File: src/rtl/uart_tx_arbiter.sv
// uart_tx_arbiter: shares one uart_tx byte transmitter between N_REQ byte
// sources. Arbitration is round-robin with burst locking, so a message from
// one source is never interleaved with bytes from another. A grant is held
// until the last byte of the message, MAX_BURST bytes, or the grantee drops
// valid, whichever comes first.
//
// Optional build macro: UART_ARB_ID_PREFIX_EN
//   When defined, every new grant first sends a header byte {4'hA,1'b0,g}
//   through the normal issue sequence. The header is never acked to the
//   requester, does not count toward MAX_BURST and never triggers a release.
//
// state | meaning
// ------+---------------------------------------------------------------
// IDLE  | no grant held; pick the next requester from the rr pointer
// ISSUE | grant held; wait for uart_tx ready and a pending grantee byte
// GUARD | one cycle after a handoff while uart_tx latches the byte
// DRAIN | wait for uart_tx to go ready again, then release or continue
//
// All outputs are registered, so tx_data_ready_o never has a combinational
// path from tx_ready_rcv_i (uart_tx ready depends on data_ready).

module uart_tx_arbiter #(
    parameter int N_REQ     = 4,
    parameter int MAX_BURST = 16
) (
    input  logic                 clk_i,
    input  logic                 rst_i,
    input  logic [N_REQ-1:0]     req_valid_i,
    input  logic [8*N_REQ-1:0]   req_data_i,
    input  logic [N_REQ-1:0]     req_last_i,
    output logic [N_REQ-1:0]     req_ack_o,
    input  logic                 tx_ready_rcv_i,
    output logic                 tx_data_ready_o,
    output logic [7:0]           tx_data_o,
    output logic                 busy_o,
    output logic [2:0]           grant_id_o
);

    typedef enum logic [1:0] {
        IDLE  = 2'd0,
        ISSUE = 2'd1,
        GUARD = 2'd2,
        DRAIN = 2'd3
    } state_t;

    localparam logic [7:0] MAX_B = 8'(MAX_BURST);

    state_t            state_q, state_d;
    logic [2:0]        ptr_q, ptr_d;
    logic [2:0]        gnt_q, gnt_d;
    logic [7:0]        burst_q, burst_d;
    logic              last_q, last_d;
    logic              busy_q, busy_d;
    logic              txv_q, txv_d;
    logic [7:0]        txd_q, txd_d;
    logic [N_REQ-1:0]  ack_q, ack_d;

    logic              g_valid;
    logic              g_last;
    logic [7:0]        g_data;
    logic [2:0]        pick;
    logic [N_REQ-1:0]  hi_req;
    logic [2:0]        ptr_next;

    logic              hdr_pend;
    logic              is_hdr;

    logic              grant_now;
    logic              issue_now;
    logic              drain_done;
    logic              release_now;

    // Select the current grantee's valid, last flag and byte.
    always_comb begin
        g_valid = 1'b0;
        g_last  = 1'b0;
        g_data  = 8'h00;
        for (int k = 0; k < N_REQ; k++) begin
            if (gnt_q == 3'(k)) begin
                g_valid = req_valid_i[k];
                g_last  = req_last_i[k];
                g_data  = req_data_i[8*k +: 8];
            end
        end
    end

    // Round-robin pick: lowest requester at or above the pointer, else lowest overall.
    always_comb begin
        hi_req = '0;
        pick   = 3'd0;
        for (int k = 0; k < N_REQ; k++) begin
            hi_req[k] = req_valid_i[k] && (3'(k) >= ptr_q);
        end
        for (int k = N_REQ - 1; k >= 0; k--) begin
            if (req_valid_i[k]) pick = 3'(k);
        end
        for (int k = N_REQ - 1; k >= 0; k--) begin
            if (hi_req[k]) pick = 3'(k);
        end
    end

    assign ptr_next    = (gnt_q == 3'(N_REQ - 1)) ? 3'd0 : gnt_q + 3'd1;
    assign grant_now   = (state_q == IDLE) && (|req_valid_i);
    assign issue_now   = (state_q == ISSUE) && tx_ready_rcv_i && (hdr_pend || g_valid);
    assign drain_done  = (state_q == DRAIN) && tx_ready_rcv_i;
    assign release_now = drain_done && !is_hdr &&
                         (last_q || (burst_q == MAX_B) || !g_valid);

`ifdef UART_ARB_ID_PREFIX_EN
    logic hdr_pend_q, hdr_pend_d;
    logic is_hdr_q, is_hdr_d;

    assign hdr_pend = hdr_pend_q;
    assign is_hdr   = is_hdr_q;

    // Header bookkeeping: armed on each grant, consumed by the first issue.
    always_comb begin
        hdr_pend_d = hdr_pend_q;
        is_hdr_d   = is_hdr_q;
        if (grant_now) hdr_pend_d = 1'b1;
        if (issue_now) begin
            hdr_pend_d = 1'b0;
            is_hdr_d   = hdr_pend_q;
        end
    end

    // Header flag registers.
    always_ff @(posedge clk_i) begin
        if (rst_i) begin
            hdr_pend_q <= 1'b0;
            is_hdr_q   <= 1'b0;
        end else begin
            hdr_pend_q <= hdr_pend_d;
            is_hdr_q   <= is_hdr_d;
        end
    end
`else
    assign hdr_pend = 1'b0;
    assign is_hdr   = 1'b0;
`endif

    // State and registered-output flops.
    always_ff @(posedge clk_i) begin
        if (rst_i) begin
            state_q <= IDLE;
            ptr_q   <= 3'd0;
            gnt_q   <= 3'd0;
            burst_q <= 8'd0;
            last_q  <= 1'b0;
            busy_q  <= 1'b0;
            txv_q   <= 1'b0;
            txd_q   <= 8'h00;
            ack_q   <= '0;
        end else begin
            state_q <= state_d;
            ptr_q   <= ptr_d;
            gnt_q   <= gnt_d;
            burst_q <= burst_d;
            last_q  <= last_d;
            busy_q  <= busy_d;
            txv_q   <= txv_d;
            txd_q   <= txd_d;
            ack_q   <= ack_d;
        end
    end

    // Next-state logic.
    always_comb begin
        state_d = state_q;
        unique case (state_q)
            IDLE:    if (grant_now) state_d = ISSUE;
            ISSUE:   if (issue_now) state_d = GUARD;
            GUARD:   state_d = DRAIN;
            DRAIN:   if (drain_done) state_d = release_now ? IDLE : ISSUE;
            default: state_d = IDLE;
        endcase
    end

    // Output and datapath next values; pulses default low every cycle.
    always_comb begin
        ptr_d   = ptr_q;
        gnt_d   = gnt_q;
        burst_d = burst_q;
        last_d  = last_q;
        busy_d  = busy_q;
        txv_d   = 1'b0;
        txd_d   = txd_q;
        ack_d   = '0;

        if (grant_now) begin
            busy_d  = 1'b1;
            gnt_d   = pick;
            burst_d = 8'd0;
            last_d  = 1'b0;
        end

        if (issue_now) begin
            txv_d = 1'b1;
            if (hdr_pend) begin
                txd_d = {4'hA, 1'b0, gnt_q};
            end else begin
                txd_d   = g_data;
                burst_d = burst_q + 8'd1;
                last_d  = g_last;
                for (int k = 0; k < N_REQ; k++) begin
                    ack_d[k] = (gnt_q == 3'(k));
                end
            end
        end

        if (release_now) begin
            busy_d = 1'b0;
            ptr_d  = ptr_next;
        end
    end

    assign req_ack_o       = ack_q;
    assign tx_data_ready_o = txv_q;
    assign tx_data_o       = txd_q;
    assign busy_o          = busy_q;
    assign grant_id_o      = gnt_q;

endmodule

File: config.mk
export PLATFORM = sky130hd
export DESIGN_NAME = uart_tx_arbiter
export DESIGN_NICKNAME = d
export VERILOG_FILES = /design/src/rtl/uart_tx_arbiter.sv
export SDC_FILE = /design/constraint.sdc
export NUM_CORES = 1
export LEC_CHECK = 0
export ABC_AREA = 1
export CAP_MARGIN = 20
export CORE_MARGIN = 3
export CORE_UTILIZATION = 44
export CTS_CLUSTER_DIAMETER = 80
export DETAILED_ROUTE_END_ITERATION = 8
export PLACE_DENSITY = 0.79
export SLEW_MARGIN = 20
export SYNTH_ARGS = -nofsm -noshare
export SYNTH_HDL_FRONTEND = slang
export SYNTH_SLANG_ARGS = --single-unit
File: constraint.sdc
create_clock -name clk_i -period 1.7 [get_ports clk_i]
set_clock_uncertainty 0.05 [all_clocks]
set_input_delay 0.34 -clock clk_i [delete_from_list [all_inputs] [get_ports clk_i]]
set_output_delay 0.34 -clock clk_i [all_outputs]
set_load 0.01 [all_outputs]
==> out/metrics.csv, run 1 <==
stage;metric;value;unit
die;Starting Density;47.5;%
setup_path;Crit. End Element;register;
global_route;GRT overflow;0;
global_route;initial antenna violation count;0;
die;Die Ht;67.2;um
global_route;wire length of the first global-routing pass;7500;um
clock_network;Root Buffer;clkbuf_8;
placed_design;detailed placement HPWL;3390;um
sta;period utilization;98.5;%
clock_network;H-tree depth;2;
sta;WHS;0.435;ns
sta;Final min period;1.67;ns
die;IO Pins;60;
sta;count of final hold-check violations;0;
die;Rows;21;
logic_synthesis;count leader, synth;nand2_1;
drt;DR WL/cell;14.3;um
clock_network;CTS Hold Buffers Added;0;
setup_path;critical setup path kind;register to register;
die;core area;3470;um^2
setup_path;cell mode on critical path;nand2_1;
logic_synthesis;syn avg cell area;7.07;um^2
pwr;VDD IR max;974;uV
job;Max Cap Viol;0;
logic_synthesis;largest area contributor in the netlist;dfxtp_1;
logic_synthesis;Commonest cells post-synth;62 x nand2_1, 29 x dfxtp_1, 25 x a21oi_1, 18 x inv_1, 17 x nor2_1;
setup_path;CP cell instances;buf_4 > ha_4 > a21oi_2 > nand2_1 > nand2_1 > nand2_2 > nand2_1 > nand2_2 > o21ai_0 > a21oi_1;
clock_network;TritonCTS buffer count;5;
setup_path;crit path DAT;1.79;ns
placed_design;gp weighted congestion;0.835;
global_route;vias in the first global route;1685;
logic_synthesis;primary flip-flop cell chosen by synthesis mapping;dfxtp_1;
setup_path;CP delay by family, top;simple AND/OR/NAND/NOR gates;
logic_synthesis;Synth area leaders;dfxtp_1 35%, nand2_1 14%, a21oi_1 7.6%;
drt;vias;1858;
logic_synthesis;number of synthesized flops with an enable pin;0;
die;die area;4520;um^2
finish;layout cells sized above 1;18.3;%
drt;drt via density;5.19;
drt;post-route ant nets;0;
pwr;LEAKAGE;0.00112;uW
sta;final setup violation count;0;
setup_path;Critical Path Fanout Max;6;
setup_path;maximum cell stage delay along the critical path;0.34;ns
setup_path;CP bufs+invs;1;
finish;Final #Nets;363;
placed_design;pre-CTS setup slack;-0.162;ns
logic_synthesis;post-synthesis net count;285;
logic_synthesis;proportion of netlist area held by the largest area contributor;35.2;%
placed_design;port bufs;58;
drt;initial DRC count;114;
logic_synthesis;Syn. warnings;0;
logic_synthesis;asr flop ratio synth;0;%
outcome;status;finished clean;
clock_network;CTS sink count;29;
logic_synthesis;Cell variety after synth;32;
clock_network;CTS tree;yes;
setup_path;startpoint type of the worst setup path;register;
logic_synthesis;Synth Cell Area;1650;um^2
die;Die W;67.2;um
min_path;HP Class;register to register;
logic_synthesis;sequential area share after synthesis;35.2;%
clock_network;Worst-path clk slew;0.07;ns
clock_network;clock buffer depth;2;
finish;synth-to-layout area growth;60.8;%
finish;ant diodes;0;
setup_path;required time worst endpoint;1.82;ns
drt;first drt pass iteration count;4;
global_route;pin count of the biggest net entering global routing;13;
drt;DRT Wirelength;5130;um
global_route;All-Layer GR Usage;22.1;%
sta;Fmax;0.597;GHz
sta;RSZ-0062 raised after global routing;yes;
sta;Slew Viols, Final;0;
sta;final worst slack;0.0250;ns
sta;setup_tns;0;ns
clock_network;worst-skew pair later-pin latency;0.29;ns
drt;DRC viols;0;
pwr;pwr/cell area;1100;nW/um^2
logic_synthesis;number of cells produced by synthesis;233;
setup_path;critical path's slowest cell;dfxtp_2;
logic_synthesis;Seq cells post-synth;29;
## layout make-up
cell class,instances,area [um^2]
clock buffer,5,68.8
clock inverter,3,65.1
fill,238,818
inverter,22,101
multi-input combinational,173,991
sequential,29,587
tap,46,57.6
timing repair buffer,78,764
timing repair inverter,2,15.0
## placed cells by master (no fill, tap or decap), types with 2 or more instances in the layout
master	n
a31oi_1	7
nand2_4	2
nand3_1	8
a21oi_1	21
nand2_2	2
clkbuf_8	5
xor2_1	2
buf_12	2
o211ai_1	8
o21ai_1	9
dlymetal6s2s_1	2
nor2_1	17
nor3_1	2
inv_2	3
dfxtp_1	26
ha_4	3
buf_4	17
dfxtp_2	2
ha_1	6
bufinv_16	2
clkdlybuf4s50_1	56
a21oi_2	5
inv_1	15
o21ai_2	2
inv_4	2
nand2_1	62
o21ai_0	8
inv_6	2
## per-stage QoR
stage	power (uW)	util, %	std cells	cell area, um^2
2_1_floorplan	1470	-	233	1650
3_3_place_gp	1860	67.7	344	2350
3_5_place_dp	1880	67.7	344	2350
4_1_cts	2770	72.0	353	2500
5_1_grt	3080	76.4	358	2650
6_report	2920	76.4	358	2650
## worst paths after layout
kind,endpoint,cells past startpoint,start,slack (ns)
setup / recovery,ptr_q[1]$_SDFFE_PP0P_,10,grant_id_o[1]$_SDFFE_PP0P_,0.03
hold / removal,burst_q[0]$_SDFFE_PP0P_,1,burst_q[0]$_SDFFE_PP0P_,0.44
setup reg to reg,ptr_q[1]$_SDFFE_PP0P_,10,grant_id_o[1]$_SDFFE_PP0P_,0.03
hold reg to reg,burst_q[0]$_SDFFE_PP0P_,1,burst_q[0]$_SDFFE_PP0P_,0.44
## logic make-up (layout without fill, tap and decap cells)
family | after synthesis | in the layout | synth area share [%]
buffers and inverters | 31 | 110 | 9.57
DFF | 29 | 29 | 35.2
xor gates and xnor gates | 3 | 3 | 1.59
other | 1 | 1 | 0.228
and+or+nand+nor | 95 | 95 | 23.9
adders and majority gates | 9 | 9 | 6.83
AOI/OAI and AO/OA | 65 | 65 | 22.6
## registers in the layout (all words and copies together), names as in the netlist, 2 cells and up
register,flops
ptr_q,2
state_q,2
req_ack_o,4
grant_id_o,2
tx_data_o,8
burst_q,8
## report_power, final
part	total (uW)	switching, uW	internal (uW)
Sequential	836	70.7	765
Clock	869	286	582
Combinational	1210	655	559
Total	2920	1010	1910
## routing by layer
| metal | wire, um | global-route usage [%] | vias to the layer above |
|---|---|---|---|
| met5 | 0 | 0 | - |
| met4 | 114 | 8.61 | 0 |
| met3 | 319 | 5.82 | 13 |
| met2 | 2640 | 40.0 | 68 |
| met1 | 2050 | 24.4 | 853 |
| li1 | - | - | 924 |
## timing repair
item                       4_1_cts  5_1_grt
pin swaps                        0        3
buffers inserted                 0        4
cloned                           1        1
resized for setup                4       30
setup endpoints to repair        4       25
No activity file was read; power rests on OpenSTA's default activity.
==> run 2: changes to the inputs <==
--- a/config.mk
+++ b/config.mk
@@ -8,10 +8,12 @@
 export ABC_AREA = 1
 export CAP_MARGIN = 20
 export CORE_MARGIN = 3
-export CORE_UTILIZATION = 44
+export CORE_UTILIZATION = 62
 export CTS_CLUSTER_DIAMETER = 80
+export CTS_CLUSTER_SIZE = 24
 export DETAILED_ROUTE_END_ITERATION = 8
-export PLACE_DENSITY = 0.79
+export DONT_BUFFER_PORTS = 1
+export PLACE_DENSITY = 0.78
 export SLEW_MARGIN = 20
 export SYNTH_ARGS = -nofsm -noshare
 export SYNTH_HDL_FRONTEND = slang
==> constraint.sdc (replaced) <==
create_clock -name clk_i -period 1.6 [get_ports clk_i]
set_clock_uncertainty 0.05 [all_clocks]
set_input_delay 0.32 -clock clk_i [delete_from_list [all_inputs] [get_ports clk_i]]
set_output_delay 0.32 -clock clk_i [all_outputs]
set_load 0.01 [all_outputs]
==> run 2 against run 1 <==
  * The run now ends with negative setup slack left
  * Sequential power increased by 11%
  * Flip-flop and latch count unchanged
  * Clock-buffer cell count increased by 2
  * Power decreased by 8.4%
  * Die area decreased by 27%
  * Critical endpoint is now tx_data_o[4]$_SDFFE_PP0N_
  * Largest power group unchanged
==> out/metrics.csv, run 2 (same netlist as run 1, synthesis figures left out) <==
stage;metric;value;unit;change
outcome;status;finished, violations left;;was finished clean
outcome;failing checks;negative setup slack;;
finish;most common cell after layout, fill and taps aside;nand2_1;;unchanged
sta;RSZ-0062 raised after global routing;yes;;unchanged
pwr;VDD IR max;1120;uV;was 974 uV
clock_network;H-tree depth;2;;unchanged
clock_network;Root Buffer;clkbuf_4;;was clkbuf_8
sta;count of final hold-check violations;0;;unchanged
setup_path;required time worst endpoint;1.83;ns;was 1.82 ns
clock_network;Worst-path clk slew;0.09;ns;was 0.07 ns
sta;Fmax;0.592;GHz;was 0.597 GHz
clock_network;clock buffer depth;2;;unchanged
die;Die W;57.6;um;was 67.2 um
drt;post-route ant nets;0;;unchanged
global_route;All-Layer GR Usage;26.5;%;was 22.1%
drt;drt via density;6.00;;was 5.19
clock_network;TritonCTS buffer count;5;;unchanged
die;die area;3310;um^2;was 4520 um^2
finish;Final #Nets;300;;was 363
die;Starting Density;65.9;%;was 47.5%
setup_path;CP cell instances;inv_4 > ha_4 > a21oi_1 > nand2_1 > nand2_2 > nand2_8 > buf_6 > inv_8 > o21ai_1 > a31oi_1;;was buf_4 > ha_4 > a21oi_2 > nand2_1 > nand2_1 > nand2_2 > nand2_1 > nand2_2 > o21ai_0 > a21oi_1
setup_path;startpoint type of the worst setup path;register;;unchanged
die;core area;2500;um^2;was 3470 um^2
sta;WHS;0.0830;ns;was 0.435 ns
global_route;GRT overflow;0;;unchanged
sta;Final min period;1.69;ns;was 1.67 ns
setup_path;critical path's slowest cell;dfxtp_4;;was dfxtp_2
die;IO Pins;60;;unchanged
setup_path;Crit. End Element;register;;unchanged
setup_path;Critical Path Fanout Max;10;;was 6
setup_path;maximum cell stage delay along the critical path;0.39;ns;was 0.34 ns
drt;DRC viols;0;;unchanged
global_route;pin count of the biggest net entering global routing;21;;was 13
finish;synth-to-layout area growth;22.9;%;was 60.8%
die;Rows;18;;was 21
placed_design;pre-CTS setup slack;-0.0499;ns;was -0.162 ns
global_route;initial antenna violation count;0;;unchanged
drt;initial DRC count;137;;was 114
drt;vias;1674;;was 1,858
drt;first drt pass iteration count;4;;unchanged
min_path;HP Class;input port to register;;was register to register
finish;most frequent cells in the layout;58 x nand2_1, 24 x dfxtp_1, 21 x a21oi_1;;was 62 x nand2_1, 56 x clkdlybuf4s50_1, 26 x dfxtp_1
placed_design;port bufs;0;;was 58
global_route;wire length of the first global-routing pass;6800;um;was 7500 um
pwr;Tot Pwr;2670;uW;was 2920 uW
sta;period utilization;106;%;was 98.5%
setup_path;critical setup path kind;register to register;;unchanged
drt;DR WL/cell;16.7;um;was 14.3 um
pwr;LEAKAGE;0.000829;uW;was 0.00112 uW
clock_network;worst-skew pair later-pin latency;0.34;ns;was 0.29 ns
sta;final worst slack;-0.0887;ns;was 0.0250 ns
drt;DRT Wirelength;4650;um;was 5130 um
sta;Slew Viols, Final;0;;unchanged
clock_network;CTS sink count;29;;unchanged
finish;ant diodes;0;;unchanged
placed_design;gp weighted congestion;0.876;;was 0.835
placed_design;detailed placement HPWL;3010;um;was 3390 um
sta;final setup violation count;17;;was 0
job;Max Cap Viol;0;;unchanged
pwr;pwr/cell area;1320;nW/um^2;was 1100 nW/um^2
clock_network;CTS tree;yes;;unchanged
finish;layout cells sized above 1;24.5;%;was 18.3%
die;Die Ht;57.6;um;was 67.2 um
global_route;vias in the first global route;1625;;was 1,685
setup_path;crit path DAT;1.92;ns;was 1.79 ns
[run 2: layer usage]
metal	global-route usage, %	wire [um]
met1	29.6	1800
met2	42.7	2250
met3	9.50	466
met4	15.9	133
met5	0	0
[run 2: area by class of cell]
type,instances,area (um^2)
multi-input combinational,174,1030
sequential,29,594
fill,164,474
timing repair buffer,14,143
inverter,22,113
clock buffer,7,55.1
tap,30,37.5
clock inverter,1,30.0
timing repair inverter,2,27.5
[run 2: power breakdown]
| part | switching, uW | internal, uW |
|---|---|---|
| Clock | 267 | 373 |
| Sequential | 110 | 816 |
| Combinational | 672 | 437 |
| Total | 1050 | 1630 |
[run 2: repair_timing]
| action | 4_1_cts | 5_1_grt |
|---|---|---|
| pin swaps | 0 | 10 |
| hold buffers | 1 | 1 |
| endpoints found under the setup margin | 15 | 20 |
| hold endpoints to repair | 6 | 1 |
| gates resized for setup | 6 | 46 |
| buffers inserted | 1 | 3 |
| gates cloned | 0 | 3 |
[run 2: path summary, 6_finish.rpt]
| kind | start | to | slack, ns | cells after the start |
|---|---|---|---|---|
| max | grant_id_o[0]$_SDFFE_PP0P_ | tx_data_o[4]$_SDFFE_PP0N_ | -0.09 | 10 |
| max reg2reg | grant_id_o[0]$_SDFFE_PP0P_ | tx_data_o[4]$_SDFFE_PP0N_ | -0.09 | 10 |
| min | req_data_i[31] | tx_data_o[7]$_SDFFE_PP0N_ | 0.08 | 2 |
| min reg2reg | burst_q[0]$_SDFFE_PP0P_ | burst_q[0]$_SDFFE_PP0P_ | 0.42 | 1 |
[run 2: through the flow]
stage	utilization (%)	TNS [ns]	area, um^2	std cells
after floorplan	-	0	1650	233
after global placement	67.6	0	1690	262
after detailed placement	67.6	-0.208	1690	262
after CTS	72.3	0	1810	272
after global routing	81.0	-2.58	2030	279
final	81.0	-0.862	2030	279
[run 2: worst max-delay path: cells and delay by family, from the launching register on]
family | cells | cell delay, ns
buffers and inverters | 3 | 0.27
adder cells (fa/ha/maj) | 1 | 0.16
AND/OR/NAND/NOR | 3 | 0.36
flip-flops | 1 | 0.39
AO/OA/AOI/OAI | 3 | 0.39
